==> src/rtl/trig_dec_pkg.sv <==
// Shared definitions for the serial trigger stream decoder: FSM encoding and frame geometry.
package trig_dec_pkg;

  typedef enum logic [1:0] {
    IDLE = 2'd0,
    TAGB = 2'd1,
    PRTY = 2'd2
  } state_e;

  // Clocks from start-bit sample to the next possible start bit.
  function automatic int unsigned FRAME_LEN(input int unsigned tag_w);
    return tag_w + 2;
  endfunction

endpackage

==> src/rtl/trig_tag_fifo.sv <==
// Synchronous show-ahead FIFO holding {tag, parity-error} entries for the readout logic.
module trig_tag_fifo #(
  parameter int W     = 3,
  parameter int DEPTH = 4
) (
  input  logic         Clock,
  input  logic         Reset,
  input  logic         push,
  input  logic         pop,
  input  logic [W-1:0] din,
  output logic [W-1:0] dout,
  output logic         full,
  output logic         empty
);

  localparam int AW = $clog2(DEPTH);
  localparam int CW = AW + 1;

  logic [W-1:0]  mem [DEPTH];
  logic [AW-1:0] wr_ptr;
  logic [AW-1:0] rd_ptr;
  logic [CW-1:0] count;
  logic          do_push;
  logic          do_pop;

  assign full  = (count == CW'(DEPTH));
  assign empty = (count == '0);

  // A pop frees the head slot in the same edge, so a full FIFO still accepts a push then.
  assign do_pop  = pop && !empty;
  assign do_push = push && (!full || do_pop);

  always_ff @(posedge Clock) begin
    if (do_push) begin
      mem[wr_ptr] <= din;
    end
  end

  always_ff @(posedge Clock) begin
    if (Reset) begin
      wr_ptr <= '0;
      rd_ptr <= '0;
      count  <= '0;
    end else begin
      if (do_push) begin
        wr_ptr <= wr_ptr + AW'(1);
      end
      if (do_pop) begin
        rd_ptr <= rd_ptr + AW'(1);
      end
      case ({do_push, do_pop})
        2'b10:   count <= count + CW'(1);
        2'b01:   count <= count - CW'(1);
        default: count <= count;
      endcase
    end
  end

  assign dout = empty ? '0 : mem[rd_ptr];

endmodule

==> src/rtl/trigger_stream_decoder.sv <==
// Decodes start/tag/parity frames from the synchronised trigger pin, pulses Tack per accepted
// frame, queues {tag, parity error} for readout and keeps saturating status counters.
module trigger_stream_decoder
  import trig_dec_pkg::*;
#(
  parameter int TAG_W       = 2,
  parameter int PARITY_ODD  = 1,
  parameter int DROP_ON_ERR = 0,
  parameter int FIFO_DEPTH  = 4,
  parameter int CNT_W       = 16
) (
  input  logic             Clock,
  input  logic             Reset,
  input  logic             Trig,
  output logic             Tack,
  input  logic             TagRd,
  output logic             TagValid,
  output logic [TAG_W-1:0] Tag,
  output logic             TagPErr,
  output logic [CNT_W-1:0] NTrig,
  output logic [CNT_W-1:0] NPrtyErr,
  output logic [CNT_W-1:0] NSeqErr,
  output logic [CNT_W-1:0] NOvfl,
  output state_e           State
);

  localparam int BCW = $clog2(FRAME_LEN(TAG_W));

  state_e           state;
  logic [BCW-1:0]   bit_cnt;
  logic [TAG_W-1:0] tag_sr;
  logic [TAG_W-1:0] last_tag;
  logic [TAG_W-1:0] next_tag;
  logic             armed;

  logic             frame_end;
  logic             perr;
  logic             accept;
  logic             seq_bad;
  logic             ovfl;
  logic             fifo_full;
  logic             fifo_empty;
  logic [TAG_W:0]   fifo_dout;

  assign State     = state;
  assign frame_end = (state == PRTY);
  assign perr      = ((^tag_sr) ^ Trig) != (PARITY_ODD != 0);
  assign accept    = frame_end && !(perr && (DROP_ON_ERR != 0));
  assign next_tag  = last_tag + TAG_W'(1);
  // Only clean frames take part in the sequence check; the first one after reset just arms it.
  assign seq_bad   = frame_end && !perr && armed && (tag_sr != next_tag);
  assign ovfl      = accept && fifo_full && !TagRd;

  always_ff @(posedge Clock) begin
    if (Reset) begin
      state    <= IDLE;
      bit_cnt  <= '0;
      tag_sr   <= '0;
      last_tag <= '0;
      armed    <= 1'b0;
      Tack     <= 1'b0;
    end else begin
      Tack <= accept;
      case (state)
        IDLE: begin
          if (Trig) begin
            state   <= TAGB;
            bit_cnt <= '0;
          end
        end
        TAGB: begin
          tag_sr <= TAG_W'({tag_sr, Trig});
          if (bit_cnt == BCW'(TAG_W - 1)) begin
            state <= PRTY;
          end else begin
            bit_cnt <= bit_cnt + BCW'(1);
          end
        end
        PRTY: begin
          state <= IDLE;
          if (!perr) begin
            last_tag <= tag_sr;
            armed    <= 1'b1;
          end
        end
        default: state <= IDLE;
      endcase
    end
  end

  always_ff @(posedge Clock) begin
    if (Reset) begin
      NTrig    <= '0;
      NPrtyErr <= '0;
      NSeqErr  <= '0;
      NOvfl    <= '0;
    end else begin
      if (frame_end && (NTrig != '1)) begin
        NTrig <= NTrig + CNT_W'(1);
      end
      if (frame_end && perr && (NPrtyErr != '1)) begin
        NPrtyErr <= NPrtyErr + CNT_W'(1);
      end
      if (seq_bad && (NSeqErr != '1)) begin
        NSeqErr <= NSeqErr + CNT_W'(1);
      end
      if (ovfl && (NOvfl != '1)) begin
        NOvfl <= NOvfl + CNT_W'(1);
      end
    end
  end

  // Readout handshake: an entry transfers on a clock edge where TagValid and TagRd are both high;
  // TagRd while TagValid is low is ignored, and Tag/TagPErr hold until the transfer.
  trig_tag_fifo #(
    .W     (TAG_W + 1),
    .DEPTH (FIFO_DEPTH)
  ) u_fifo (
    .Clock (Clock),
    .Reset (Reset),
    .push  (accept),
    .pop   (TagRd),
    .din   ({tag_sr, perr}),
    .dout  (fifo_dout),
    .full  (fifo_full),
    .empty (fifo_empty)
  );

  assign TagValid = !fifo_empty;
  assign Tag      = fifo_dout[TAG_W:1];
  assign TagPErr  = fifo_dout[0];

endmodule

==> config.mk <==
export PLATFORM = sky130hd
export DESIGN_NAME = trigger_stream_decoder
export DESIGN_NICKNAME = d
export VERILOG_FILES = /design/src/rtl/trig_dec_pkg.sv /design/src/rtl/trig_tag_fifo.sv /design/src/rtl/trigger_stream_decoder.sv
export SDC_FILE = /design/constraint.sdc
export NUM_CORES = 1
export LEC_CHECK = 0
export BUFFER_PORTS_ARGS = -buffer_cell sky130_fd_sc_hd__buf_4
export CAP_MARGIN = 20
export CORE_MARGIN = 2
export CORE_UTILIZATION = 53
export CTS_BUF_LIST = sky130_fd_sc_hd__clkbuf_8
export CTS_CLUSTER_DIAMETER = 100
export DETAILED_ROUTE_END_ITERATION = 8
export PLACE_DENSITY = 0.79
export SLEW_MARGIN = 30
export SYNTH_ARGS = -nofsm -noshare
export SYNTH_HDL_FRONTEND = slang
export SYNTH_SLANG_ARGS = --single-unit
export TNS_END_PERCENT = 100
==> constraint.sdc <==
create_clock -name Clock -period 2.15 [get_ports Clock]
set_input_delay 0.43 -clock Clock [delete_from_list [all_inputs] [get_ports Clock]]
set_output_delay 0.43 -clock Clock [all_outputs]
set_load 0.02 [all_outputs]
==> results.sh, run 1 <==
export IMPL_clk_pin_slew_worst_paths_ps=90
export IMPL_grt_start_max_net_pins=75
export IMPL_rsz0062_at_grt="no"
export IMPL_io_buffers=74
export IMPL_cp_max_fo=3
export IMPL_drive_above_1_share_pct=22.4
export IMPL_cts_root_buf="clkbuf_8"
export IMPL_r2r_start="tag_sr[1]"
export IMPL_cts_tree="done"
export IMPL_slew_viol_final=0
export IMPL_htreeDepth=3
export IMPL_ys_seq_area_share_pct=45.3
export IMPL_max_cap_violations=0
export IMPL_whs_ps=403
export IMPL_synth_top_area_share_pct=37.2
export IMPL_core_area_um2=8180
export IMPL_drc=0
export IMPL_tns_ps=0
export IMPL_avgSynthCellArea_um2=9.22
export IMPL_die_w_um=95.8
export IMPL_gp_congestion=0.822
export IMPL_rr_endpoint="NSeqErr[3]"
export IMPL_grt_antenna_before_repair=0
export IMPL_cts_made_buffers=9
export IMPL_endpoint="Tag[1]"
export IMPL_synthesis_nets=498
export IMPL_max_freq_mhz=499
export IMPL_fin_nets=586
export IMPL_antenna_left=0
export IMPL_synth_async_reset_ratio_pct=0
export IMPL_boundaryPins=75
export IMPL_drt_iter0_drc=147
export IMPL_via_count=3839
export IMPL_hold_viol_final=0
export IMPL_clk_latency_ps=360
export IMPL_area_delta_synth_final_pct=22.6
export IMPL_n_antenna_cell=0
export IMPL_worstPathArrival_ps=1570
export IMPL_yosys_area_top_type="dfxtp_1"
export IMPL_tightest_slew_ps=742
export IMPL_start_util_pct=54.6
export IMPL_wl_per_cell_um=14.0
export IMPL_cp_required_ps=1720
export IMPL_grt_pass1_wl_mm=15.4
export IMPL_synth_area_um2=4460
export IMPL_dpl_hpwl_mm=6.86
export IMPL_fp_row_count=33
export IMPL_synth_ff_type="dfxtp_1"
export IMPL_ir_drop_mv=0.321
export IMPL_critical_path_class="flip-flop to output pin"
export IMPL_grt_total_usage_pct=20.7
export IMPL_status="completed"
export IMPL_vias_per_cell=5.63
export IMPL_final_min_clock_period_ps=2000
export IMPL_post_cts_buffers=0
export IMPL_gr_total_overflow=0
export IMPL_final_common_cell="buf_4"
export IMPL_hold_buffers=0
export IMPL_ys_ff_latch=95
export IMPL_first_global_vias=3483
export IMPL_dieArea_um2=9170
export IMPL_hold_class="input pin to flip-flop"
export IMPL_drt_pass1_iterations=4
export IMPL_post_cts_resized=0
export IMPL_critPathLaunchType="flip-flop"
export IMPL_setup_violations=0
export IMPL_synth_cell_types=52
export IMPL_routed_wl_mm=9.53
export IMPL_yosysWarnings=0
export IMPL_end_kind="output pin"
export IMPL_multiInputGateArea_um2=2350
export IMPL_register_area_um2=2020
export IMPL_fill_cells=671
export IMPL_synth_edf_count=12
export IMPL_ff2ff_path_depth=7
export IMPL_post_route_period_util_pct=93.2
export IMPL_die_y_um=95.8
export IMPL_timing_slew_headroom_pct=50.5
export IMPL_clk_path_buf_depth=2
export IMPL_leakage_uw=0.00200
export IMPL_r2r_slack_ps=150
export IMPL_ys_top_cells_by_area="dfxtp_1 (37%), edfxtp_1 (8.1%), nor2_1 (5.8%), xnor2_1 (5.5%), xor2_1 (3.3%)"
export IMPL_most_common_layout_cells="buf_4 (95), dfxtp_1 (82), nor2_1 (68)"
export IMPL_numClockSinks=95
export IMPL_syn_inst=484
export IMPL_power_density_nw_per_um2=677
export IMPL_finClkSkew_ps=10.1
## cells in the mapped netlist, types with 2 or more instances
cell	count
o31ai_1	10
nor4b_2	2
nor2b_1	7
o41ai_1	2
buf_2	2
mux2_1	2
buf_1	2
o2111ai_1	3
nand3_1	15
edfxtp_1	12
nor3_1	23
or4_1	9
a22oi_1	2
inv_1	11
or3_1	8
o211ai_1	4
nor2_1	69
dfxtp_1	83
nor4_1	8
nand4_1	19
o21ai_1	3
nor3b_1	3
xor2_1	17
xnor2_1	28
ha_1	9
and4_1	8
a211oi_1	2
nand2b_1	3
o21ai_0	13
mux2i_1	5
and2_1	8
a21oi_1	23
and3_1	5
clkbuf_1	14
mux4_2	3
nor4b_1	4
nand2_1	28
## sequential cells by signal, indices dropped and copies added, names as in the netlist, 2 cells and up, named ones only
name,flops
NPrtyErr,16
NSeqErr,16
last_tag,2
bit_cnt,2
u_fifo.count,3
u_fifo.wr_ptr,2
tag_sr,2
NOvfl,16
u_fifo.rd_ptr,2
State,2
u_fifo.mem,12
NTrig,16
## final cells by class
cell class	count	share of cell area, %
Timing Repair Buffer	95	13.0
Clock buffer	10	2.51
Sequential cell	95	37.0
Clock inverter	6	1.23
Inverter	12	0.823
Multi-Input combinational cell	359	43.0
Tap cell	105	2.40
## worst min-delay path by stage
stage / startpoint / to / cells past startpoint
after floorplan: armed / armed / 2
after global placement: armed / armed / 2
after detailed placement: armed / armed / 2
after CTS: Trig / tag_sr[0] / 3
after global routing: Trig / tag_sr[0] / 3
final: Trig / tag_sr[0] / 3
## worst max-delay path, stage by stage (launching register included)
cell	delay [ps]
dfxtp_2	390
mux4_2	510
and2_1	180
buf_4	150
## layer usage
metal / vias to the layer above / GRT usage [%] / wire (um)
li1: 1925 / - / -
met2: 76 / 35.8 / 4770
met4: 0 / 7.50 / 103
met5: - / 0 / 0
met1: 1827 / 26.1 / 4300
met3: 11 / 3.52 / 357
## logic make-up (layout without fill, tap and decap cells)
family                   Yosys count  count (layout)  share of synthesized area [%]
AND/OR/NAND/NOR                  225             225                           27.1
multiplexers                      10              10                           3.14
XOR/XNOR                          46              46                           9.39
flip-flops                        95              95                           45.3
buffers and inverters             30             123                           2.58
AO/OA/AOI/OAI                     68              68                           9.50
adder cells (fa/ha/maj)           10              10                           2.97
## report_power, final
group / total [uW] / internal [uW] / switching (uW) / leakage (uW)
clock network: 1210 / 574 / 635 / 0.0000989
logic: 569 / 258 / 311 / 0.00112
registers: 1920 / 1860 / 67.6 / 0.000780
## stage by stage
step | util (%) | setup WS (ps) | std cells | power, uW | area [um2]
floorplan | - | 90.5 | 484 | 2330 | 4460
global placement | 64.1 | 133 | 666 | 2480 | 5240
CTS | 66.7 | 36.6 | 682 | 3730 | 5450
finish | 66.9 | 146 | 682 | 3700 | 5470
detailed placement | 64.1 | 55.0 | 666 | 2530 | 5240
global route | 66.9 | 25.5 | 682 | 3850 | 5470
No activity file was read; power rests on OpenSTA's default activity.
==> run 2: changes to the inputs <==
--- a/config.mk
+++ b/config.mk
@@ -14,2 +14,3 @@
 export DETAILED_ROUTE_END_ITERATION = 8
+export GPL_TIMING_DRIVEN = 0
 export PLACE_DENSITY = 0.79
==> constraint.sdc (replaced) <==
create_clock -name Clock -period 2.15 [get_ports Clock]
set_input_delay 0.215 -clock Clock [delete_from_list [all_inputs] [get_ports Clock]]
set_output_delay 0.215 -clock Clock [all_outputs]
set_load 0.02 [all_outputs]
==> results.sh, run 2 (synthesis gave the netlist of run 1 again) <==
export IMPL_status="completed"
export IMPL_drt_iter0_drc=136
export IMPL_gr_total_overflow=0
export IMPL_fin_nets=588
export IMPL_r2r_slack_ps=100
export IMPL_timing_slew_headroom_pct=54.0
export IMPL_final_common_cell="buf_4"
export IMPL_netSwitchingFraction_pct=29.0
export IMPL_via_count=3891
export IMPL_die_y_um=95.8
export IMPL_crit_path_frequent_cell="buf_4"
export IMPL_slowest_stage="or4_1"
export IMPL_io_buffers=74
export IMPL_power_density_nw_per_um2=654
export IMPL_area_delta_synth_final_pct=22.7
export IMPL_n_antenna_cell=0
export IMPL_wl_per_cell_um=15.0
export IMPL_fp_row_count=33
export IMPL_finClkSkew_ps=13.3
export IMPL_routed_wl_mm=10.3
export IMPL_clk_pin_slew_worst_paths_ps=100
export IMPL_htreeDepth=3
export IMPL_worstPathArrival_ps=2370
export IMPL_p_seq_share_pct=53.7
export IMPL_internal_power_uw=2540
export IMPL_post_route_period_util_pct=95.3
export IMPL_net_switching_power_uw=1040
export IMPL_comb_power_share_pct=15.5
export IMPL_cts_tree="done"
export IMPL_leakage_uw=0.00198
export IMPL_cts_root_buf="clkbuf_8"
export IMPL_critPathMaxStageDelay_ps=390
export IMPL_fill_cells=661
export IMPL_die_w_um=95.8
export IMPL_critPathLaunchType="flip-flop"
export IMPL_hold_class="input pin to flip-flop"
export IMPL_fin_util_pct=67.0
export IMPL_power_frac_clock_pct=30.8
export IMPL_antenna_left=0
export IMPL_slew_viol_final=0
export IMPL_most_common_layout_cells="buf_4 (83), dfxtp_1 (79), nor2_1 (66)"
export IMPL_max_freq_mhz=488
export IMPL_ir_drop_mv=0.342
export IMPL_end_kind="flip-flop"
export IMPL_clk_path_buf_depth=2
export IMPL_final_min_clock_period_ps=2050
export IMPL_drc=0
export IMPL_drt_pass1_iterations=5
export IMPL_numClockSinks=95
export IMPL_grt_total_usage_pct=22.9
export IMPL_cp_max_fo=7
export IMPL_vias_per_cell=5.69
export IMPL_drive_above_1_share_pct=22.1
export IMPL_core_area_um2=8180
export IMPL_grt_start_max_net_pins=18
export IMPL_dpl_hpwl_mm=7.20
export IMPL_clk_latency_ps=360
export IMPL_hold_viol_final=0
export IMPL_tns_ps=0
export IMPL_setup_violations=0
export IMPL_max_cap_violations=0
export IMPL_cp_cell_sequence="buf_4 > xor3_2 > buf_4 > nor4_4 > a21bo_2 > or4_1 > nand2_1"
export IMPL_critical_path_class="flip-flop to flip-flop"
export IMPL_boundaryPins=75
export IMPL_dieArea_um2=9170
export IMPL_tightest_slew_ps=685
export IMPL_gp_congestion=0.844
export IMPL_cts_made_buffers=9
export IMPL_cp_required_ps=2470
export IMPL_grt_pass1_wl_mm=16.7
export IMPL_first_global_vias=3650
export IMPL_grt_antenna_before_repair=0
export IMPL_start_util_pct=54.6
-- run 2: worst paths after layout --
check             cells past startpoint          endpoint       from
setup reg to reg                      7      NPrtyErr[10]  tag_sr[0]
hold / removal                        3      NPrtyErr[10]      Reset
hold reg to reg                       0  u_fifo.mem[2][1]  tag_sr[0]
setup / recovery                      7      NPrtyErr[10]  tag_sr[0]
-- run 2: cell type report --
type                            instances  area [um2]  area share [%]
Timing Repair Buffer                   82         613            11.2
Tap cell                              105         131            2.40
Sequential cell                        95        2030            37.1
Inverter                               12        45.0           0.823
Buffer                                 15        67.6            1.23
Clock buffer                            9         124            2.26
Multi-Input combinational cell        359        2410            44.0
Clock inverter                          7        53.8           0.983
-- run 2: power groups by stage --
stage          registers [uW]  logic, uW  clock network [uW]
6_report                 1920        553                1100
5_1_grt                  1930        614                1210
4_1_cts                  1920        554                1120
3_5_place_dp             1960        541                   0
3_3_place_gp             1960        524                   0
2_1_floorplan            1950        384                   0
-- run 2: metal layers --
| layer | vias up | global-route usage (%) | routed length, um |
|---|---|---|---|
| li1 | 1918 | - | - |
| met1 | 1873 | 29.1 | 4600 |
| met2 | 89 | 39.7 | 5150 |
| met3 | 11 | 4.39 | 420 |
| met4 | 0 | 6.19 | 97 |
| met5 | - | 0 | 0 |
-- run 2: per-stage QoR --
stage	power [uW]	std cells	area, um2	hold slack [ps]	setup WS [ps]
4_1_cts	3600	682	5400	130	6.66
6_report	3580	684	5480	137	101
3_3_place_gp	2480	663	5150	451	-183
2_1_floorplan	2330	484	4460	362	90.5
5_1_grt	3760	684	5480	153	-18.0
3_5_place_dp	2510	663	5150	463	-264
-- run 2: repair_timing --
| action | CTS | global route |
|---|---|---|
| pin swaps | 2 | 1 |
| endpoints found under the setup margin | 25 | 45 |
| endpoints found under the hold margin | 0 | 0 |
| hold buffers | 0 | 0 |
| buffers inserted | 3 | 4 |
| gates resized for setup | 11 | 18 |
| gates cloned | 1 | 0 |
-- run 2: worst max-delay path, delay by kind of cell, from the launching register on --
family                    cells  cell delay [ps]
xor gates and xnor gates      1              270
AOI/OAI and AO/OA             1              290
and+or+nand+nor               3              740
DFF                           1              370
buffers and inverters         2              330
